<file path="src/rtl/uart_mmio_fifo.sv">
// Memory-mapped UART with TX/RX FIFOs, programmable divisor, sticky errors and a registered irq.
// Optional parity (CTRL bit4 par_odd, STATUS bit7 par_err) is enabled by defining UART_PARITY_EN.
module uart_mmio_fifo #(
    parameter int DATA_WIDTH  = 32,
    parameter int FIFO_DEPTH  = 16,
    parameter int DIV_WIDTH   = 16,
    parameter int DEFAULT_DIV = 434
) (
    input  logic                  clk,
    input  logic                  rst,
    input  logic                  en,
    input  logic                  we,
    input  logic                  re,
    input  logic [3:0]            addr,
    input  logic [DATA_WIDTH-1:0] wdata,
    output logic [DATA_WIDTH-1:0] rdata,
    output logic                  irq,
    output logic                  tx,
    input  logic                  rx
);
    localparam int AW = $clog2(FIFO_DEPTH);
    localparam logic [DIV_WIDTH-1:0] DIV_ONE = DIV_WIDTH'(1);
    localparam logic [DIV_WIDTH-1:0] DIV_MIN = DIV_WIDTH'(2);

    typedef enum logic [2:0] {S_IDLE, S_START, S_DATA, S_PARITY, S_STOP} uart_state_t;

    logic [DIV_WIDTH-1:0] div_reg, div_eff, div_reload, half_reload;
    logic tx_en, rx_en, rx_irq_en, txe_irq_en;
    logic overrun, frame_err, par_err, par_odd;
    logic wr, sel_data, sel_status, sel_div, sel_ctrl;
    logic unused_bits;

    assign wr         = en & we;
    assign sel_data   = (addr[3:2] == 2'd0);
    assign sel_status = (addr[3:2] == 2'd1);
    assign sel_div    = (addr[3:2] == 2'd2);
    assign sel_ctrl   = (addr[3:2] == 2'd3);
    assign unused_bits = ^{wdata, addr[1:0]};

    // Every bit period reloads from div_eff, so a DIV write lands on the next bit boundary.
    assign div_eff     = (div_reg < DIV_MIN) ? DIV_MIN : div_reg;
    assign div_reload  = div_eff - DIV_ONE;
    assign half_reload = (div_eff >> 1) - DIV_ONE;

    // TX FIFO
    logic [7:0] tx_mem [FIFO_DEPTH];
    logic [AW:0] tx_wptr, tx_rptr;
    logic tx_empty, tx_full, tx_push, tx_load;
    logic [7:0] tx_head;

    assign tx_empty = (tx_wptr == tx_rptr);
    assign tx_full  = (tx_wptr[AW] != tx_rptr[AW]) && (tx_wptr[AW-1:0] == tx_rptr[AW-1:0]);
    assign tx_head  = tx_mem[tx_rptr[AW-1:0]];
    assign tx_push  = wr & sel_data & (~tx_full | tx_load);

    always_ff @(posedge clk or negedge rst) begin
        if (!rst) begin
            tx_wptr <= '0;
            tx_rptr <= '0;
        end else begin
            if (tx_push) tx_wptr <= tx_wptr + 1'b1;
            if (tx_load) tx_rptr <= tx_rptr + 1'b1;
        end
    end

    always_ff @(posedge clk) begin
        if (tx_push) tx_mem[tx_wptr[AW-1:0]] <= wdata[7:0];
    end

    // TX FSM
    uart_state_t tx_state;
    logic [DIV_WIDTH-1:0] tx_cnt;
    logic [2:0] tx_idx;
    logic [7:0] tx_byte;
    logic tx_busy;

    assign tx_busy = (tx_state != S_IDLE);
    assign tx_load = tx_en & ~tx_empty &
                     ((tx_state == S_IDLE) | ((tx_state == S_STOP) & (tx_cnt == '0)));

    always_ff @(posedge clk or negedge rst) begin
        if (!rst) begin
            tx_state <= S_IDLE;
            tx_cnt   <= '0;
            tx_idx   <= '0;
            tx_byte  <= '0;
            tx       <= 1'b1;
        end else begin
            case (tx_state)
                S_IDLE: begin
                    tx <= 1'b1;
                    if (tx_load) begin
                        tx_byte  <= tx_head;
                        tx       <= 1'b0;
                        tx_cnt   <= div_reload;
                        tx_state <= S_START;
                    end
                end
                S_START: begin
                    if (tx_cnt != '0) tx_cnt <= tx_cnt - DIV_ONE;
                    else begin
                        tx_idx   <= '0;
                        tx       <= tx_byte[0];
                        tx_cnt   <= div_reload;
                        tx_state <= S_DATA;
                    end
                end
                S_DATA: begin
                    if (tx_cnt != '0) tx_cnt <= tx_cnt - DIV_ONE;
                    else begin
                        tx_cnt <= div_reload;
                        if (tx_idx == 3'd7) begin
`ifdef UART_PARITY_EN
                            tx       <= (^tx_byte) ^ par_odd;
                            tx_state <= S_PARITY;
`else
                            tx       <= 1'b1;
                            tx_state <= S_STOP;
`endif
                        end else begin
                            tx_idx <= tx_idx + 3'd1;
                            tx     <= tx_byte[tx_idx + 3'd1];
                        end
                    end
                end
                S_PARITY: begin
                    if (tx_cnt != '0) tx_cnt <= tx_cnt - DIV_ONE;
                    else begin
                        tx       <= 1'b1;
                        tx_cnt   <= div_reload;
                        tx_state <= S_STOP;
                    end
                end
                S_STOP: begin
                    if (tx_cnt != '0) tx_cnt <= tx_cnt - DIV_ONE;
                    else if (tx_load) begin
                        tx_byte  <= tx_head;
                        tx       <= 1'b0;
                        tx_cnt   <= div_reload;
                        tx_state <= S_START;
                    end else begin
                        tx_state <= S_IDLE;
                    end
                end
                default: begin
                    tx_state <= S_IDLE;
                    tx       <= 1'b1;
                end
            endcase
        end
    end

    // RX synchroniser, FIFO and FSM
    logic rx_s1, rx_s2, rx_prev;
    logic [7:0] rx_mem [FIFO_DEPTH];
    logic [AW:0] rx_wptr, rx_rptr;
    logic rx_empty, rx_full, rx_push, rx_pop;
    logic [7:0] rx_head;
    uart_state_t rx_state;
    logic [DIV_WIDTH-1:0] rx_cnt;
    logic [2:0] rx_idx;
    logic [7:0] rx_shift;
    logic rx_par_ok, rx_stop_done, rx_frame_ok;

    assign rx_empty = (rx_wptr == rx_rptr);
    assign rx_full  = (rx_wptr[AW] != rx_rptr[AW]) && (rx_wptr[AW-1:0] == rx_rptr[AW-1:0]);
    assign rx_head  = rx_mem[rx_rptr[AW-1:0]];
    assign rx_pop   = en & re & sel_data & ~rx_empty;

    assign rx_stop_done = (rx_state == S_STOP) & (rx_cnt == '0);
    assign rx_frame_ok  = rx_stop_done & rx_s2 & rx_par_ok;
    assign rx_push      = rx_frame_ok & (~rx_full | rx_pop);

`ifdef UART_PARITY_EN
    logic rx_par_bad;
    assign rx_par_ok = ~rx_par_bad;
`else
    assign rx_par_ok = 1'b1;
`endif

    always_ff @(posedge clk or negedge rst) begin
        if (!rst) begin
            rx_s1   <= 1'b1;
            rx_s2   <= 1'b1;
            rx_prev <= 1'b1;
            rx_wptr <= '0;
            rx_rptr <= '0;
        end else begin
            rx_s1   <= rx;
            rx_s2   <= rx_s1;
            rx_prev <= rx_s2;
            if (rx_push) rx_wptr <= rx_wptr + 1'b1;
            if (rx_pop)  rx_rptr <= rx_rptr + 1'b1;
        end
    end

    always_ff @(posedge clk) begin
        if (rx_push) rx_mem[rx_wptr[AW-1:0]] <= rx_shift;
    end

    always_ff @(posedge clk or negedge rst) begin
        if (!rst) begin
            rx_state <= S_IDLE;
            rx_cnt   <= '0;
            rx_idx   <= '0;
            rx_shift <= '0;
`ifdef UART_PARITY_EN
            rx_par_bad <= 1'b0;
`endif
        end else begin
            case (rx_state)
                S_IDLE: begin
                    if (rx_en & rx_prev & ~rx_s2) begin
                        rx_cnt   <= half_reload;
                        rx_state <= S_START;
                    end
                end
                S_START: begin
                    if (rx_cnt != '0) rx_cnt <= rx_cnt - DIV_ONE;
                    else if (!rx_s2) begin
                        rx_idx   <= '0;
                        rx_cnt   <= div_reload;
                        rx_state <= S_DATA;
                    end else begin
                        rx_state <= S_IDLE;
                    end
                end
                S_DATA: begin
                    if (rx_cnt != '0) rx_cnt <= rx_cnt - DIV_ONE;
                    else begin
                        rx_shift <= {rx_s2, rx_shift[7:1]};
                        rx_cnt   <= div_reload;
                        if (rx_idx == 3'd7) begin
`ifdef UART_PARITY_EN
                            rx_state <= S_PARITY;
`else
                            rx_state <= S_STOP;
`endif
                        end else begin
                            rx_idx <= rx_idx + 3'd1;
                        end
                    end
                end
                S_PARITY: begin
                    if (rx_cnt != '0) rx_cnt <= rx_cnt - DIV_ONE;
                    else begin
`ifdef UART_PARITY_EN
                        rx_par_bad <= ((^rx_shift) ^ par_odd) != rx_s2;
`endif
                        rx_cnt   <= div_reload;
                        rx_state <= S_STOP;
                    end
                end
                S_STOP: begin
                    if (rx_cnt != '0) rx_cnt <= rx_cnt - DIV_ONE;
                    else rx_state <= S_IDLE;
                end
                default: rx_state <= S_IDLE;
            endcase
        end
    end

    // Control/status registers; a new error event wins over a same-cycle clear.
    always_ff @(posedge clk or negedge rst) begin
        if (!rst) begin
            div_reg    <= DIV_WIDTH'(DEFAULT_DIV);
            tx_en      <= 1'b1;
            rx_en      <= 1'b1;
            rx_irq_en  <= 1'b0;
            txe_irq_en <= 1'b0;
            overrun    <= 1'b0;
            frame_err  <= 1'b0;
            par_err    <= 1'b0;
            par_odd    <= 1'b0;
            irq        <= 1'b0;
        end else begin
            if (wr & sel_div) div_reg <= wdata[DIV_WIDTH-1:0];
            if (wr & sel_ctrl) begin
                tx_en      <= wdata[0];
                rx_en      <= wdata[1];
                rx_irq_en  <= wdata[2];
                txe_irq_en <= wdata[3];
`ifdef UART_PARITY_EN
                par_odd    <= wdata[4];
`endif
            end
            overrun   <= (overrun & ~(wr & sel_status & wdata[4])) |
                         (rx_frame_ok & rx_full & ~rx_pop);
            frame_err <= (frame_err & ~(wr & sel_status & wdata[5])) |
                         (rx_stop_done & ~rx_s2);
`ifdef UART_PARITY_EN
            par_err   <= (par_err & ~(wr & sel_status & wdata[7])) |
                         (rx_stop_done & rx_s2 & ~rx_par_ok);
`endif
            irq <= (rx_irq_en & ~rx_empty) | (txe_irq_en & tx_empty & ~tx_busy) |
                   overrun | frame_err | par_err;
        end
    end

    always_comb begin
        rdata = '0;
        case (addr[3:2])
            2'd0: if (!rx_empty) rdata[7:0] = rx_head;
            2'd1: rdata[7:0] = {par_err, tx_busy, frame_err, overrun,
                                rx_empty, rx_full, tx_empty, tx_full};
            2'd2: rdata[DIV_WIDTH-1:0] = div_reg;
            default: rdata[4:0] = {par_odd, txe_irq_en, rx_irq_en, rx_en, tx_en};
        endcase
    end
endmodule

</file>
<file path="config.mk">
export PLATFORM = sky130hd
export DESIGN_NAME = uart_mmio_fifo
export DESIGN_NICKNAME = d
export VERILOG_FILES = /design/src/rtl/uart_mmio_fifo.sv
export SDC_FILE = /design/constraint.sdc
export NUM_CORES = 1
export LEC_CHECK = 0
export BUFFER_PORTS_ARGS = -buffer_cell sky130_fd_sc_hd__buf_2
export CORE_AREA = 4 4 175 177
export CTS_CLUSTER_DIAMETER = 50
export DETAILED_ROUTE_END_ITERATION = 6
export DIE_AREA = 0 0 179 181
export PLACE_DENSITY = 0.77
export RECOVER_POWER = 50
export SLEW_MARGIN = 10
export SYNTH_ARGS = -nofsm -noshare
export SYNTH_HDL_FRONTEND = slang
export SYNTH_SLANG_ARGS = --single-unit
</file>
<file path="constraint.sdc">
create_clock -name clk -period 4.66 [get_ports clk]
set_clock_uncertainty 0.15 [all_clocks]
set_input_delay 0.466 -clock clk [delete_from_list [all_inputs] [get_ports clk]]
set_output_delay 0.466 -clock clk [all_outputs]
set_load 0.01 [all_outputs]
</file>
* After elaboration in Yosys (flattened, before gate mapping) *
Memory sizes are Yosys's and may differ from the RTL's.
Index checks and enable logic that the tools add are counted.

word-level totals
  bits in writable memories = 256
  memories kept = 2
  output and inout port bits = 34
  word-level logic and storage cells = 203
  bits in registers = 107
  input port bits = 42

memory list
  memory  words  bits a word  read ports  clocked after Yosys merged registers in  wr ports  RTL line  RTL
  rx_mem  16     8            1           0                                        1         155       logic [7:0] rx_mem [FIFO_DEPTH];
  tx_mem  16     8            1           0                                        1         46        logic [7:0] tx_mem [FIFO_DEPTH];

cells by class
  add/subtract/negate cells = 10
  mux-type cells = 57
  eq/ne operators = 37
  reduce and logical (&&, ||, !) cells = 25
  order comparisons = 2
  bitwise logic cells = 46

operators by type and width
  operator                                                                       count
  16-bit 2-to-1 mux                                                              9
  16-bit one-hot mux with 4 select lines                                         1
  3-bit 2-to-1 mux                                                               19
  16-bit one-hot mux with 3 select lines                                         1
  16-bit by 1-bit subtractor with 16-bit output, second input constant           3
  16-bit logical NOT                                                             2
  8-bit 2-to-1 mux                                                               4
  2-bit inequality test, second input constant                                   16
  16-bit nonzero test                                                            2
  3-bit one-hot mux with 5 select lines                                          2
  1-bit bitwise AND                                                              27
  5-bit by 1-bit adder with 5-bit output, second input constant                  4
  16-bit by 2-bit less-than comparator with 1-bit output, second input constant  1
  8-bit one-hot mux with 2 select lines                                          1
  15-bit by 1-bit subtractor with 16-bit output, second input constant           1
  5-bit one-hot mux with 3 select lines                                          1
  1-bit 2-to-1 mux                                                               13
  3-bit by 2-bit equality test with 1-bit output, second input constant          4
  3-bit equality test, second input constant                                     4
  3-bit one-hot mux with 2 select lines                                          2
  6-bit AND reduction                                                            2
  5-bit equality test                                                            2
  1-bit inverter                                                                 10
  5-bit AND reduction                                                            2
  24 further kinds                                                               44

* Longest topological paths before layout *
  depth in word-level cells = 8
  depth in mapped cells = 13
  depth with buffers taken out = 12

* Worst setup path before layout *
No wires, ideal clock.

  path type = register -> register
  start point = register div_reg[8]
  end point = register tx_cnt[6]
  buffers on the path = 1
  arrival time = 3.250 ns
  period minus slack after synthesis = 3.463 ns
  setup slack = 1.197 ns
  required time = 4.446 ns
  cell stages (with the launch flop) = 14
  library setup time = 0.064 ns
  path through = dfstp_2 buf_2 or4_1 nor2_1 nand3_1 nand2_1 ha_1 nor3b_1 nand2_1 xor2_1 a311o_1 a211o_1 o221ai_1 a21o_1

on the way
  longest elaborated chain between the ends = 6
  elaborated cells between the ends (all ways) = 7
  those cells by class = add/sub (1); order compare (1); mux (5)

RTL lines
  element                                                     RTL line  RTL
  start, declared                                             27        logic [DIV_WIDTH-1:0] div_reg, div_eff, div_reload, half_reload;
  start signal, assigned                                      266       div_reg <= DIV_WIDTH'(DEFAULT_DIV);
  start signal, assigned                                      277       if (wr & sel_div) div_reg <= wdata[DIV_WIDTH-1:0];
  16-bit by 2-bit less-than comparator with 1-bit output (*)  41        assign div_eff = (div_reg < DIV_MIN) ? DIV_MIN : div_reg;
  16-bit 2-to-1 mux (*)                                       41
  16-bit by 1-bit subtractor with 16-bit output (*)           42        assign div_reload = div_eff - DIV_ONE;
  16-bit 2-to-1 mux                                           92, 136
  16-bit 2-to-1 mux                                           135       if (tx_cnt != '0) tx_cnt <= tx_cnt - DIV_ONE;
  16-bit one-hot mux with 3 select lines (*)                  89        case (tx_state)
  end signal, assigned                                        95        tx_cnt <= div_reload;
  end signal, assigned                                        135
  end signal, assigned                                        139       tx_cnt <= div_reload;
  end, declared                                               72        logic [DIV_WIDTH-1:0] tx_cnt;

Mark *: on every way between the ends. The rest lies on a longest branch, timed or not.
A chain may end at the register's enable or synchronous reset.

* Worst setup path in the final report *
  start point = register rx_rptr[0]
  end point = output rdata[0]

on the way
  longest elaborated chain between the ends = 3
  elaborated cells between the ends (all ways) = 4
  those cells by class = eq/ne (1); mux (2); memory (1)

RTL lines
  element                                                   RTL line  RTL
  start, declared                                           156       logic [AW:0] rx_wptr, rx_rptr;
  start signal, assigned                                    193       if (rx_pop) rx_rptr <= rx_rptr + 1'b1;
  memory 16 x 8 bit or 5-bit equality test (tied branches)  --
  8-bit 2-to-1 mux (*)                                      303       2'd0: if (!rx_empty) rdata[7:0] = rx_head;
  5-bit one-hot mux with 3 select lines (*)                 302       case (addr[3:2])
  end, declared                                             16        output logic [DATA_WIDTH-1:0] rdata,

Marked as above.

==> flow_summary.toml <==
[power_and_ir_drop]
p_comb_share_pct = 28.2
intPower_mw = 7.10
seqPwrFrac_pct = 39.6
vdd_drop_max_v = 0.000327
pwr-share-clk_pct = 32.1
power_mw = 10.7
swShare_pct = 33.6
power_density_nw_per_um2 = 557
p_sw_mw = 3.59
leakagePower_nw = 6.80

[timing]
fin_tns_setup_ns = 0
drv_slew = 69
worst_slew_pin_slew_ns = 1.77
maxSlewHeadroom_pct = -18.1
min_period_ns = 3.95
setup_violations = 0
post-route-period-util_pct = 84.8
hold_violations = 0
clock.fmax_mhz = 253
setup_ws_ns = 0.709
rsz0062_at_grt = "false"

[cts]
root_buffer = "clkbuf_16"
clock_latency_ns = 0.56
htree_levels = 2
cts_tree = "done"
cts_made_buffers = 43
cts_setup_buffers = 0
clkSinkCount = 363
clk_pin_slew_ns = 0.06
cts.path.max_buffers = 3

[die]
die_x_um = 179
die_y_um = 181
ios = 76
num_rows = 63
coreArea_um2 = 29200
initial_core_util_pct = 58.6
dieArea_um2 = 32400

[synthesis]
synth_common_cells = "edfxtp_1 (256), nand2_1 (121), dfrtp_1 (96)"
ys_types = 78
synth_warnings = 2
async_flop_share_pct = 29.5
synth_cells = 1248
synth.ff_latch_count = 363
ys_top_cells_by_area = "edfxtp_1 (45%), dfrtp_1 (14%), mux4_2 (11%), nand2_1 (2.6%), mux2_2 (2.0%)"
yosysMostFrequentCell = "edfxtp_1"
avgSynthCellArea_um2 = 13.7
yosys_most_used_dff = "edfxtp_1"
synth_seq_area_share_pct = 60.5
syn_area_um2 = 17100
synth_top_area_share_pct = 44.8
yosysTopAreaCell = "edfxtp_1"
synth_edf_count = 256

[critical_path]
worstSetupStartpointType = "register"
crit_arrival_ns = 3.34
crit_type = "register to primary output"
crit_fanout = 20
worstSetupEndpointType = "primary output"
cp_data_required_time_ns = 4.04

[finish]
finalInstanceArea_um2 = 19200
drive_above_1_share_pct = 21.5
n_fill_cell = 2044
post-route-util_pct = 65.7
insertedDiodeCount = 0
syn_to_final_growth_pct = 12.0
nets = 1352

[place]
io_buffer_count = 41
placed_area_um2 = 17700
hpwl_um = 25800
place_ws_ns = 0.805
place_congestion = 0.931

[grt]
antenna_found_initial = 0
grt_max_degree = 69
grt_pass1_wl_um = 64200
grt_usage_pct = 25.9
grt.overflow.total = 0
grt_pass1_vias = 11000

[drt]
post-route-drc-count = 0
num_vias = 11100
wire_per_inst_um = 23.7
routed_wirelength_um = 40700
antenna_left = 0
first_iter_violations = 1228
first_pass_iters = 6
vias_per_cell = 6.44

[status]
status = "complete, but fails checks"
violations = "capacitance limit, slew limit"

[worst_hold_path]
hp-class = "input pin to register"

[flow_run]
max_cap_violations = 1
==> worst max-delay path, stage by stage, from the launching register on <==
cell	delay, ns
dfrtp_2	0.79
buf_4	0.32
mux4_2	0.57
mux4_2	0.50
a221oi_1	0.30
a21oi_1	0.11
buf_2	0.18
==> worst paths after layout <==
kind,from,to,slack [ns],depth (start not counted)
hold reg to reg,rx_s1$_DFF_PN1_,rx_s2$_DFF_PN1_,0.22,0
setup reg to reg,tx_cnt[0]$_DFFE_PN0P_,tx_mem[11][4]$_DFFE_PP_,0.79,9
max in group asynchronous,rst,rx_cnt[10]$_DFFE_PN0P_,1.69,3
hold / removal,wdata[13],div_reg[13]$_DFFE_PN0P_,0.02,2
min in group asynchronous,rst,tx_idx[2]$_DFFE_PN0P_,0.77,2
setup / recovery,rx_rptr[0]$_DFFE_PN0P_,rdata[0],0.71,6
==> through the flow <==
stage	cells	hold slack, ns
5_1_grt	1716	0.0208
3_5_place_dp	1630	0.201
6_report	1716	0.0170
3_3_place_gp	1630	0.197
2_1_floorplan	1263	0.0204
4_1_cts	1716	0.00678
==> area by class of cell <==
class                           instances  area [um2]  area share [%]
Sequential cell                       363       10400            54.1
Multi-Input combinational cell        795        6330            33.0
Clock buffer                           53        1170            6.07
Tap cell                              390         488            2.54
Timing Repair Buffer                   74         448            2.33
Clock inverter                         27         330            1.72
Inverter                               14        52.6           0.274
==> layer usage <==
layer / part of all wire, % / track usage (%) / vias up
li1: - / - / 4845
met2: 50 / 42.4 / 536
met3: 6.6 / 3.72 / 115
met4: 4.0 / 9.55 / 0
met5: 0 / 0 / -
met1: 39 / 35.7 / 5556
==> cells by family after synthesis <==
kind of cell,synth area share [%]
muxes,13.2
adders and majority gates,1.51
other,0.0438
xor gates and xnor gates,3.12
and+or+nand+nor,11.2
AOI/OAI and AO/OA,7.55
DFF,60.5
buffers and inverters,2.83
==> power by group through the flow <==
stage          Clock [mW]  Combinational [mW]  Sequential, mW
3_3_place_gp            0                2.90            4.27
4_1_cts              3.48                3.01            4.23
5_1_grt              3.63                3.29            4.29
6_report             3.43                3.02            4.24
2_1_floorplan           0                2.50            3.99
3_5_place_dp            0                2.97            4.28
==> repair_timing <==
action,CTS,global route
hold endpoints to repair,64,0
endpoints found under the setup margin,0,0
resized for setup,0,0
hold buffers,6,0
==> layout by cell type (no fill, tap or decap), drive strengths merged, types with 6 or more instances in the layout <==
cell         instances
a211oi               6
a21oi               55
a22oi                7
a31oi                6
and2                11
buf                 55
clkbuf              66
clkinv              16
conb                17
dfrtp               96
dfstp               11
dlygate4sd3          6
edfxtp             256
ha                  19
inv                 20
mux2                30
mux4                83
nand2              125
nand2b               9
nand3               20
nand4               15
nor2                90
nor2b                8
nor3                35
nor4                19
o211ai              10
o21ai               68
o22ai               10
o31ai                7
or3                 10
or4                 15
xnor2               34
xor2                27
(Power assumes the default switching activity.)
